===== src/rtl/tx_pkg.sv =====
// Constants and state encoding shared by the serial transmit and receive sides.
package tx_pkg;
  localparam int PACKET_W   = 55;
  localparam int FRAME_BITS = 58;

  localparam logic START_LVL = 1'b0;
  localparam logic STOP_LVL  = 1'b1;
  localparam logic IDLE_LVL  = 1'b1;

  typedef enum logic [2:0] {
    IDLE   = 3'd0,
    START  = 3'd1,
    DATA   = 3'd2,
    PARITY = 3'd3,
    STOP   = 3'd4
  } tx_state_e;
endpackage


===== src/rtl/tx_shift.sv =====
// Packet shift register: parallel load, shift right toward lsb, parity latched at load.
module tx_shift
  import tx_pkg::*;
(
  input  logic                clk,
  input  logic                rst,
  input  logic                load,
  input  logic                shift,
  input  logic [PACKET_W-1:0] din,
  output logic                lsb,
  output logic                parity
);
  logic [PACKET_W-1:0] sh_q, sh_d;
  logic                par_q, par_d;

  always_comb begin
    sh_d  = sh_q;
    par_d = par_q;
    if (load) begin
      sh_d  = din;
      par_d = ^din;
    end else if (shift) begin
      sh_d = {1'b0, sh_q[PACKET_W-1:1]};
    end
  end

  always_ff @(posedge clk) begin
    if (rst) begin
      sh_q  <= '0;
      par_q <= 1'b0;
    end else begin
      sh_q  <= sh_d;
      par_q <= par_d;
    end
  end

  assign lsb    = sh_q[0];
  assign parity = par_q;
endmodule


===== src/rtl/transmitter.sv =====
// Serial frame transmitter: start, 55 data bits LSB first, even parity, stop.
module transmitter
  import tx_pkg::*;
#(
  parameter int CLKS_PER_BIT = 4
) (
  input  logic                Clk_S,
  input  logic                Rst,
  input  logic                TX_Data_Valid,
  input  logic [PACKET_W-1:0] TX_Data,
  output logic                TX_Ready,
  output logic                S_data,
  output logic                TX_Busy
);
  localparam logic [7:0] LAST_CLK = 8'(CLKS_PER_BIT - 1);
  localparam logic [5:0] LAST_BIT = 6'(PACKET_W - 1);

  tx_state_e  state_q, state_d;
  logic [7:0] clk_cnt_q, clk_cnt_d;
  logic [5:0] bit_cnt_q, bit_cnt_d;
  logic       s_data_q, s_data_d;
  logic       ready_q, ready_d;
  logic       busy_q, busy_d;
  logic       load, shift, sh_lsb, sh_par, bit_done;

  tx_shift u_shift (
    .clk   (Clk_S),
    .rst   (Rst),
    .load  (load),
    .shift (shift),
    .din   (TX_Data),
    .lsb   (sh_lsb),
    .parity(sh_par)
  );

  assign bit_done = (clk_cnt_q == LAST_CLK);

  always_comb begin
    state_d   = state_q;
    clk_cnt_d = bit_done ? 8'd0 : clk_cnt_q + 8'd1;
    bit_cnt_d = bit_cnt_q;
    s_data_d  = s_data_q;
    ready_d   = ready_q;
    busy_d    = busy_q;
    load      = 1'b0;
    shift     = 1'b0;
    case (state_q)
      IDLE: begin
        clk_cnt_d = '0;
        s_data_d  = IDLE_LVL;
        ready_d   = 1'b1;
        busy_d    = 1'b0;
        // ready_q gates acceptance so the first cycle after reset never accepts
        if (TX_Data_Valid && ready_q) begin
          load     = 1'b1;
          state_d  = START;
          s_data_d = START_LVL;
          ready_d  = 1'b0;
          busy_d   = 1'b1;
        end
      end
      START: if (bit_done) begin
        state_d   = DATA;
        s_data_d  = sh_lsb;
        shift     = 1'b1;
        bit_cnt_d = '0;
      end
      DATA: if (bit_done) begin
        if (bit_cnt_q == LAST_BIT) begin
          state_d   = PARITY;
          s_data_d  = sh_par;
          bit_cnt_d = '0;
        end else begin
          bit_cnt_d = bit_cnt_q + 6'd1;
          s_data_d  = sh_lsb;
          shift     = 1'b1;
        end
      end
      PARITY: if (bit_done) begin
        state_d  = STOP;
        s_data_d = STOP_LVL;
      end
      STOP: if (bit_done) begin
        state_d  = IDLE;
        s_data_d = IDLE_LVL;
        ready_d  = 1'b1;
        busy_d   = 1'b0;
      end
      default: begin
        state_d   = IDLE;
        clk_cnt_d = '0;
        bit_cnt_d = '0;
        s_data_d  = IDLE_LVL;
        ready_d   = 1'b0;
        busy_d    = 1'b0;
      end
    endcase
  end

  always_ff @(posedge Clk_S) begin
    if (Rst) begin
      state_q   <= IDLE;
      clk_cnt_q <= '0;
      bit_cnt_q <= '0;
      s_data_q  <= IDLE_LVL;
      ready_q   <= 1'b0;
      busy_q    <= 1'b0;
    end else begin
      state_q   <= state_d;
      clk_cnt_q <= clk_cnt_d;
      bit_cnt_q <= bit_cnt_d;
      s_data_q  <= s_data_d;
      ready_q   <= ready_d;
      busy_q    <= busy_d;
    end
  end

  assign TX_Ready = ready_q;
  assign S_data   = s_data_q;
  assign TX_Busy  = busy_q;
endmodule


===== config.mk =====
export PLATFORM = sky130hd
export DESIGN_NAME = transmitter
export DESIGN_NICKNAME = d
export VERILOG_FILES = /design/src/rtl/tx_pkg.sv /design/src/rtl/tx_shift.sv /design/src/rtl/transmitter.sv
export SDC_FILE = /design/constraint.sdc
export NUM_CORES = 1
export LEC_CHECK = 0
export ABC_CLOCK_PERIOD_IN_PS = 2800
export BUFFER_PORTS_ARGS = -buffer_cell sky130_fd_sc_hd__buf_2
export CORE_ASPECT_RATIO = 0.7
export CORE_MARGIN = 1
export CORE_UTILIZATION = 40
export CTS_BUF_LIST = sky130_fd_sc_hd__clkbuf_4
export CTS_CLUSTER_SIZE = 25
export DETAILED_ROUTE_END_ITERATION = 6
export SYNTH_ARGS = -nofsm -noshare
export SYNTH_HDL_FRONTEND = slang
export SYNTH_SLANG_ARGS = --single-unit

===== constraint.sdc =====
create_clock -name Clk_S -period 2.8 [get_ports Clk_S]
set_input_delay 0.56 -clock Clk_S [delete_from_list [all_inputs] [get_ports Clk_S]]
set_output_delay 0.56 -clock Clk_S [all_outputs]
set_load 0.02 [all_outputs]

; ---- Yosys cells after proc, flatten, opt, wreduce, memory -nomap -nowiden
; Index checks and enable logic that the tools add are counted.
[word_totals]
out_inout_bits = 3
in_bits = 58
word_cells = 67
reg_bits = 76
[op_classes]
n_reduce_logical = 13
n_bitwise = 3
mux = 28
addsub = 2
n_eq_ne = 13
[op_table]
columns = op, count
row1 = 55-bit 2-to-1 mux, 2
row2 = 55-bit parity, 1
row3 = 3-bit 2-to-1 mux, 6
row4 = 6-bit 2-to-1 mux, 3
row5 = 6-bit case mux with 3 select lines, 1
row6 = 3-bit case mux with 5 select lines, 1
row7 = 2-bit inequality test (second input constant), 6
row8 = 1-bit 2-to-1 mux, 11
row9 = 3-bit OR reduction, 3
row10 = 8-bit by 1-bit adder with 8-bit output (second input constant), 1
row11 = 8-bit by 2-bit equality test with 1-bit output (second input constant), 1
row12 = 6-bit by 1-bit adder with 6-bit output (second input constant), 1
row13 = 3-bit by 2-bit equality test with 1-bit output (second input constant), 2
row14 = 6-bit equality test (second input constant), 1
row15 = 1-bit case mux with 3 select lines, 2
row16 = 3-bit AND reduction, 2
row17 = 6-bit AND reduction, 1
row18 = 1-bit case mux with 4 select lines, 1
row19 = 4-bit OR reduction, 1
row20 = 3-bit by 1-bit equality test with 1-bit output (second input constant), 1
row21 = 3-bit equality test (second input constant), 1
row22 = 3-bit zero test, 1
row23 = 1-bit NOT, 3
row24 = 2-bit by 1-bit inequality test with 1-bit output (second input constant), 1
row25 = other kinds (5), 5

; ---- Depth between registers and ports, before layout
[depth]
ltp_word = 6
depth_mapped = 10
depth_no_buf = 9

; ---- Modules after synthesis
; Synthesis repeated with hierarchy kept, for this count alone.
[unflattened]
hier_cells = 477
area_unflattened_um2 = 4040.1
[by_module_without_submodules]
columns = mod, area_each_um2, n_inst, cells_each, seq_area_each_um2
row1 = tx_shift, 2949.1, 1, 353, 1121.1
row2 = transmitter, 1091.0, 1, 124, 400.4

; ---- Least setup slack after synthesis
; Ideal clock, no wire load.
[synth_timing]
kind = input -> register
start = input TX_Data[48]
end = register u_shift.par_q (netlist: u_shift.parity)
arrival_time_ns = 1.939
slack_ns = 0.795
n_path_buf = 0
setup_ns = 0.066
stages = 7
t_required_ns = 2.734
cell_sequence = xor2_1 -> xnor2_1 -> xnor2_1 -> xnor3_1 -> xnor3_1 -> nand2_1 -> a21oi_2
[synth_between]
elab_chain_len = 1
[synth_lines]
columns = element, line_no
row1 = from (decl), transmitter.sv:10  ; input logic [PACKET_W-1:0] TX_Data,
row2 = 55-bit parity, tx_shift.sv:21  ; par_d = ^din;
row3 = to (signal assigned), tx_shift.sv:33  ; par_q <= par_d;
row4 = to (decl), tx_shift.sv:14  ; logic par_q, par_d;
; No other way between the ends.
; A chain may end at the register's enable or synchronous reset.

; ---- Final worst setup path
[layout_timing]
start = register state_q[2]
end = register u_shift.sh_q[0]
[layout_between]
elab_chain_len = 3
elab_cells_between_ends = 7
classes_between = 2 x eq/ne / 3 x mux / 2 x reduce/logical
[layout_lines]
columns = element, line_no
row1 = from (decl), transmitter.sv:18  ; tx_state_e state_q, state_d;
row2 = from (signal assigned), transmitter.sv:109  ; state_q <= state_d;
row3 = "3-bit by 2-bit equality test with 1-bit output, or another cell as far along", transmitter.sv:47  ; case (state_q)
row4 = 1-bit case mux with 2 select lines or 1-bit 2-to-1 mux (tied branches), transmitter.sv:47
row5 = 2-bit nonzero test (no line) or 55-bit 2-to-1 mux (tied branches), n/a
row6 = to (signal assigned), tx_shift.sv:29  ; sh_q <= '0;
row7 = to (signal assigned), tx_shift.sv:32  ; sh_q <= sh_d;
row8 = to (decl), tx_shift.sv:13  ; logic [PACKET_W-1:0] sh_q, sh_d;
; Several ways; a longest one is shown, not always the timed one.

==> flow_summary.html <==
<table>
<tr><th>Metric</th><th>Value</th></tr>
<tr><th colspan="2">Timing</th></tr>
<tr><td>Setup Skew</td><td>15.6 ps</td></tr>
<tr><td>TNS Setup</td><td>0 ps</td></tr>
<tr><td>Number of max-slew violations in the final report</td><td>0</td></tr>
<tr><td>Slew of the pin with the lowest slew margin</td><td>1060 ps</td></tr>
<tr><td>Fin. Hold Viols</td><td>0</td></tr>
<tr><td>Maximum clock frequency</td><td>442 MHz</td></tr>
<tr><td>Setup repair after global routing missed its margin</td><td>false</td></tr>
<tr><td>Final Cycle Share</td><td>80.7%</td></tr>
<tr><td>Min cycle time layout</td><td>2260 ps</td></tr>
<tr><td>Max_slew headroom</td><td>29.4%</td></tr>
<tr><td>Setup Viol. Count Final</td><td>0</td></tr>
<tr><th colspan="2">Critical path</th></tr>
<tr><td>Critical Setup Path Class</td><td>reg2reg</td></tr>
<tr><td>Worst endpoint required time</td><td>3140 ps</td></tr>
<tr><td>Worst Path Buf+Inv</td><td>1</td></tr>
<tr><td>Top cell family by delay on the critical path</td><td>buffers and inverters</td></tr>
<tr><td>Terminus of the critical flop-to-flop path</td><td>u_shift.sh_q[0]</td></tr>
<tr><td>Cell at the slowest stage of the critical path</td><td>buf_4</td></tr>
<tr><td>Maximum single-stage delay on the critical path</td><td>800 ps</td></tr>
<tr><td>Element type at the critical path end</td><td>flip-flop</td></tr>
<tr><td>Worst r2r path cells</td><td>5</td></tr>
<tr><td>Register-to-register setup slack</td><td>540 ps</td></tr>
<tr><td>Data arrival, critical path</td><td>2600 ps</td></tr>
<tr><td>Critical Path Fanout Max</td><td>110</td></tr>
<tr><td>Ordered cell list for the critical path</td><td>nor3_1 -&gt; nand3_4 -&gt; buf_4 -&gt; nor2_1 -&gt; a311oi_1</td></tr>
<tr><td>R2r startpoint</td><td>state_q[2]</td></tr>
<tr><td>Startpoint types</td><td>flip-flop</td></tr>
<tr><th colspan="2">Synthesis</th></tr>
<tr><td>Part of the Yosys area used for sequential elements</td><td>39.5%</td></tr>
<tr><td>Mean Syn Cell Area</td><td>7.87 sq um</td></tr>
<tr><td>Proportion of register bits with asynchronous set or reset after synthesis</td><td>0%</td></tr>
<tr><td>Predominant post-synthesis flop cell</td><td>dfxtp_1</td></tr>
<tr><td>Syn_nets</td><td>550</td></tr>
<tr><td>Number of flops mapped to enable cells by yosys</td><td>0</td></tr>
<tr><td>Cells after synthesis</td><td>489</td></tr>
<tr><td>Number of synthesis warnings</td><td>0</td></tr>
<tr><td>Count of distinct cell types in the synthesized netlist</td><td>36</td></tr>
<tr><td>Register bit count reported by yosys</td><td>76</td></tr>
<tr><td>Synthesized area</td><td>3850 sq um</td></tr>
<tr><th colspan="2">Floorplanning</th></tr>
<tr><td>Die Outline Area</td><td>10000 sq um</td></tr>
<tr><td>Starting Density</td><td>41.8%</td></tr>
<tr><td>Height of the die</td><td>84.1 um</td></tr>
<tr><td>Die width</td><td>119 um</td></tr>
<tr><td>Area of the core region</td><td>9220 sq um</td></tr>
<tr><td>I/O pin count</td><td>61</td></tr>
<tr><td>Site row count</td><td>29</td></tr>
<tr><th colspan="2">Clock tree</th></tr>
<tr><td>Post_cts resized</td><td>0</td></tr>
<tr><td>Clock Path Buffers</td><td>2</td></tr>
<tr><td>CTS Sinks</td><td>76</td></tr>
<tr><td>Worst-skew pair later-pin latency</td><td>440 ps</td></tr>
<tr><td>Post-CTS setup-driven buffer insertion count</td><td>0</td></tr>
<tr><td>Clock root buffer master</td><td>clkbuf_4</td></tr>
<tr><td>TritonCTS Buffers</td><td>9</td></tr>
<tr><td>H-tree depth reported by CTS</td><td>3</td></tr>
<tr><td>TritonCTS clock tree</td><td>built</td></tr>
<tr><td>Register clock-pin slew on the reported worst setup and hold paths</td><td>110 ps</td></tr>
<tr><td>Total of hold buffers inserted after clock tree synthesis</td><td>0</td></tr>
<tr><th colspan="2">Layout</th></tr>
<tr><td>Fraction of layout instances using a drive strength above 1</td><td>15.7%</td></tr>
<tr><td>Final nets</td><td>591</td></tr>
<tr><td>Final-layout fill cell count</td><td>961</td></tr>
<tr><td>Antenna diode instance count</td><td>0</td></tr>
<tr><td>Post-route cell area</td><td>4380 sq um</td></tr>
<tr><td>Area Growth Syn to Fin</td><td>13.9%</td></tr>
<tr><th colspan="2">Placed design</th></tr>
<tr><td>Placed wire-length estimate</td><td>5.97 mm</td></tr>
<tr><td>Final estimated routing congestion in global placement</td><td>0.826</td></tr>
<tr><td>Placed cell areas</td><td>4230 sq um</td></tr>
<tr><td># port buffers</td><td>60</td></tr>
<tr><th colspan="2">Min path</th></tr>
<tr><td>Cells on Worst Hold Path</td><td>3</td></tr>
<tr><td>Worst min-delay path endpoint</td><td>u_shift.sh_q[54]</td></tr>
<tr><td>Hold wc startpoint</td><td>TX_Data[54]</td></tr>
<tr><td>Worst hold path type</td><td>in2reg</td></tr>
<tr><th colspan="2">Power</th></tr>
<tr><td>LEAKAGE</td><td>1.56 nW</td></tr>
<tr><td>Maximum VDD drop</td><td>238 uV</td></tr>
<tr><td>Power per cell area</td><td>568 nW/um^2</td></tr>
<tr><th colspan="2">Detailed routing</th></tr>
<tr><td>Pre-Repair DR Iteration Count</td><td>5</td></tr>
<tr><td>Average wire length per cell after detail routing</td><td>13.7 um</td></tr>
<tr><td>Iteration-0 DRC Markers</td><td>276</td></tr>
<tr><td>Drt via density</td><td>5.17</td></tr>
<tr><td>Via Count</td><td>3410</td></tr>
<tr><td>WL final</td><td>9.01 mm</td></tr>
<tr><td>DRC violations left</td><td>0</td></tr>
<tr><td>Number of antenna-violating nets in the routed design</td><td>0</td></tr>
<tr><th colspan="2">Global route</th></tr>
<tr><td>Initial antenna violation count</td><td>0</td></tr>
<tr><td>Largest net degree at the start of global routing</td><td>111</td></tr>
<tr><td>Vias in the first global route</td><td>3207</td></tr>
<tr><td>Total GRT Usage</td><td>19.5%</td></tr>
<tr><td>Sum of overflow across all layers after global routing</td><td>0</td></tr>
<tr><td>Global-route wire length before repair</td><td>15.5 mm</td></tr>
<tr><th colspan="2">Run status</th></tr>
<tr><td>Outcome</td><td>completed</td></tr>
<tr><th colspan="2">Run</th></tr>
<tr><td>Max-cap violations</td><td>0</td></tr>
</table>
[Yosys cell counts (2+ instances only)]
cell      count  area (sq um)
nor3b_1       2          15.0
clkbuf_1     20          75.1
nor3_1       10          50.1
or3_1         2          12.5
nor4_1        2          12.5
and3_1        3          18.8
ha_1          3          37.5
nand3_1       9          45.0
dfxtp_1      76          1520
nor2_1       75           282
a21oi_1      12          60.1
xnor3_1       2          45.0
xnor2_1      44           385
inv_1         2          7.51
nand2b_1      3          18.8
buf_2        13          65.1
nand2_1     123           462
xor2_1       14           123
a311oi_1     54           473
o21ai_0       4          20.0
[power breakdown]
| part | switching (mW) | internal (mW) |
|---|---|---|
| Clock | 0.387 | 0.364 |
| Sequential | 0.0484 | 1.16 |
| Combinational | 0.247 | 0.279 |
[flip-flops by register name, indices dropped and copies added (netlist names)]
signal / flops
TX_Ready: 1
u_shift.sh_q: 55
S_data: 1
TX_Busy: 1
u_shift.parity: 1
state_q: 3
clk_cnt_q: 8
bit_cnt_q: 6
[routing by layer]
layer	wire, um	track usage (%)	vias up
met5	0	0	-
met4	102	5.87	0
met3	439	4.71	11
met2	3730	28.3	69
met1	4750	28.2	1571
li1	-	-	1759
[layout make-up]
| class | instances | area [sq um] | share of cell area (%) |
|---|---|---|---|
| clock buffer | 10 | 75.1 | 1.71 |
| sequential | 76 | 1520 | 34.7 |
| clock inverter | 6 | 78.8 | 1.80 |
| multi-input combinational | 375 | 2180 | 49.7 |
| tap | 124 | 155 | 3.54 |
| timing repair buffer | 65 | 363 | 8.28 |
| inverter | 3 | 11.3 | 0.257 |
[cells by family after synthesis]
| group | Yosys count | synth area share (%) |
|---|---|---|
| compound gates | 76 | 15.5 |
| xor+xnor | 60 | 14.4 |
| fa+ha+maj | 3 | 0.975 |
| buf+inv | 38 | 4.36 |
| flops | 76 | 39.5 |
| simple gates | 236 | 25.3 |
[how the worst max path moves through the flow]
stage	start	endpoint	slack, ps	depth (start not counted)
4_1_cts	state_q[2]	u_shift.sh_q[19]	540	5
3_5_place_dp	TX_Data[50]	u_shift.parity	480	8
6_report	state_q[2]	u_shift.sh_q[0]	540	5
3_3_place_gp	TX_Data[50]	u_shift.parity	520	8
2_1_floorplan	TX_Data[48]	u_shift.parity	800	7
5_1_grt	state_q[2]	u_shift.sh_q[19]	230	5
[through the flow]
stage / utilization (%) / instances / worst slack, ps / power, mW / hold slack [ps]
3_3_place_gp: 45.9 / 643 / 523 / 1.75 / 445
3_5_place_dp: 45.9 / 643 / 479 / 1.76 / 446
4_1_cts: 47.6 / 659 / 541 / 2.51 / 377
5_1_grt: 47.6 / 659 / 234 / 2.63 / 378
2_1_floorplan: - / 489 / 795 / 1.63 / 426
6_report: 47.6 / 659 / 540 / 2.49 / 400
[worst register-to-register path, stage by stage, from the launching register on]
cell	delay, ps
dfxtp_1	650
nor3_1	190
nand3_4	120
buf_4	800
nor2_1	120
a311oi_1	300
[layout by cell type (no fill, tap or decap), types with 2 or more instances in the layout]
cell         n
or3_1        2
xnor3_1      2
nor2_1      75
inv_1        2
bufinv_16    2
buf_12       2
clkinv_1     3
and3_1       3
buf_2       60
nand2b_1     3
nor4_1       2
ha_1         3
a21oi_1     12
a311oi_1    54
o21ai_0      4
buf_4        3
nand3_1      8
dfxtp_1     76
nor3b_1      2
xnor2_1     44
nor3_1      10
clkbuf_4    10
nand2_1    123
xor2_1      14
Power figures use the tool's default switching activity.
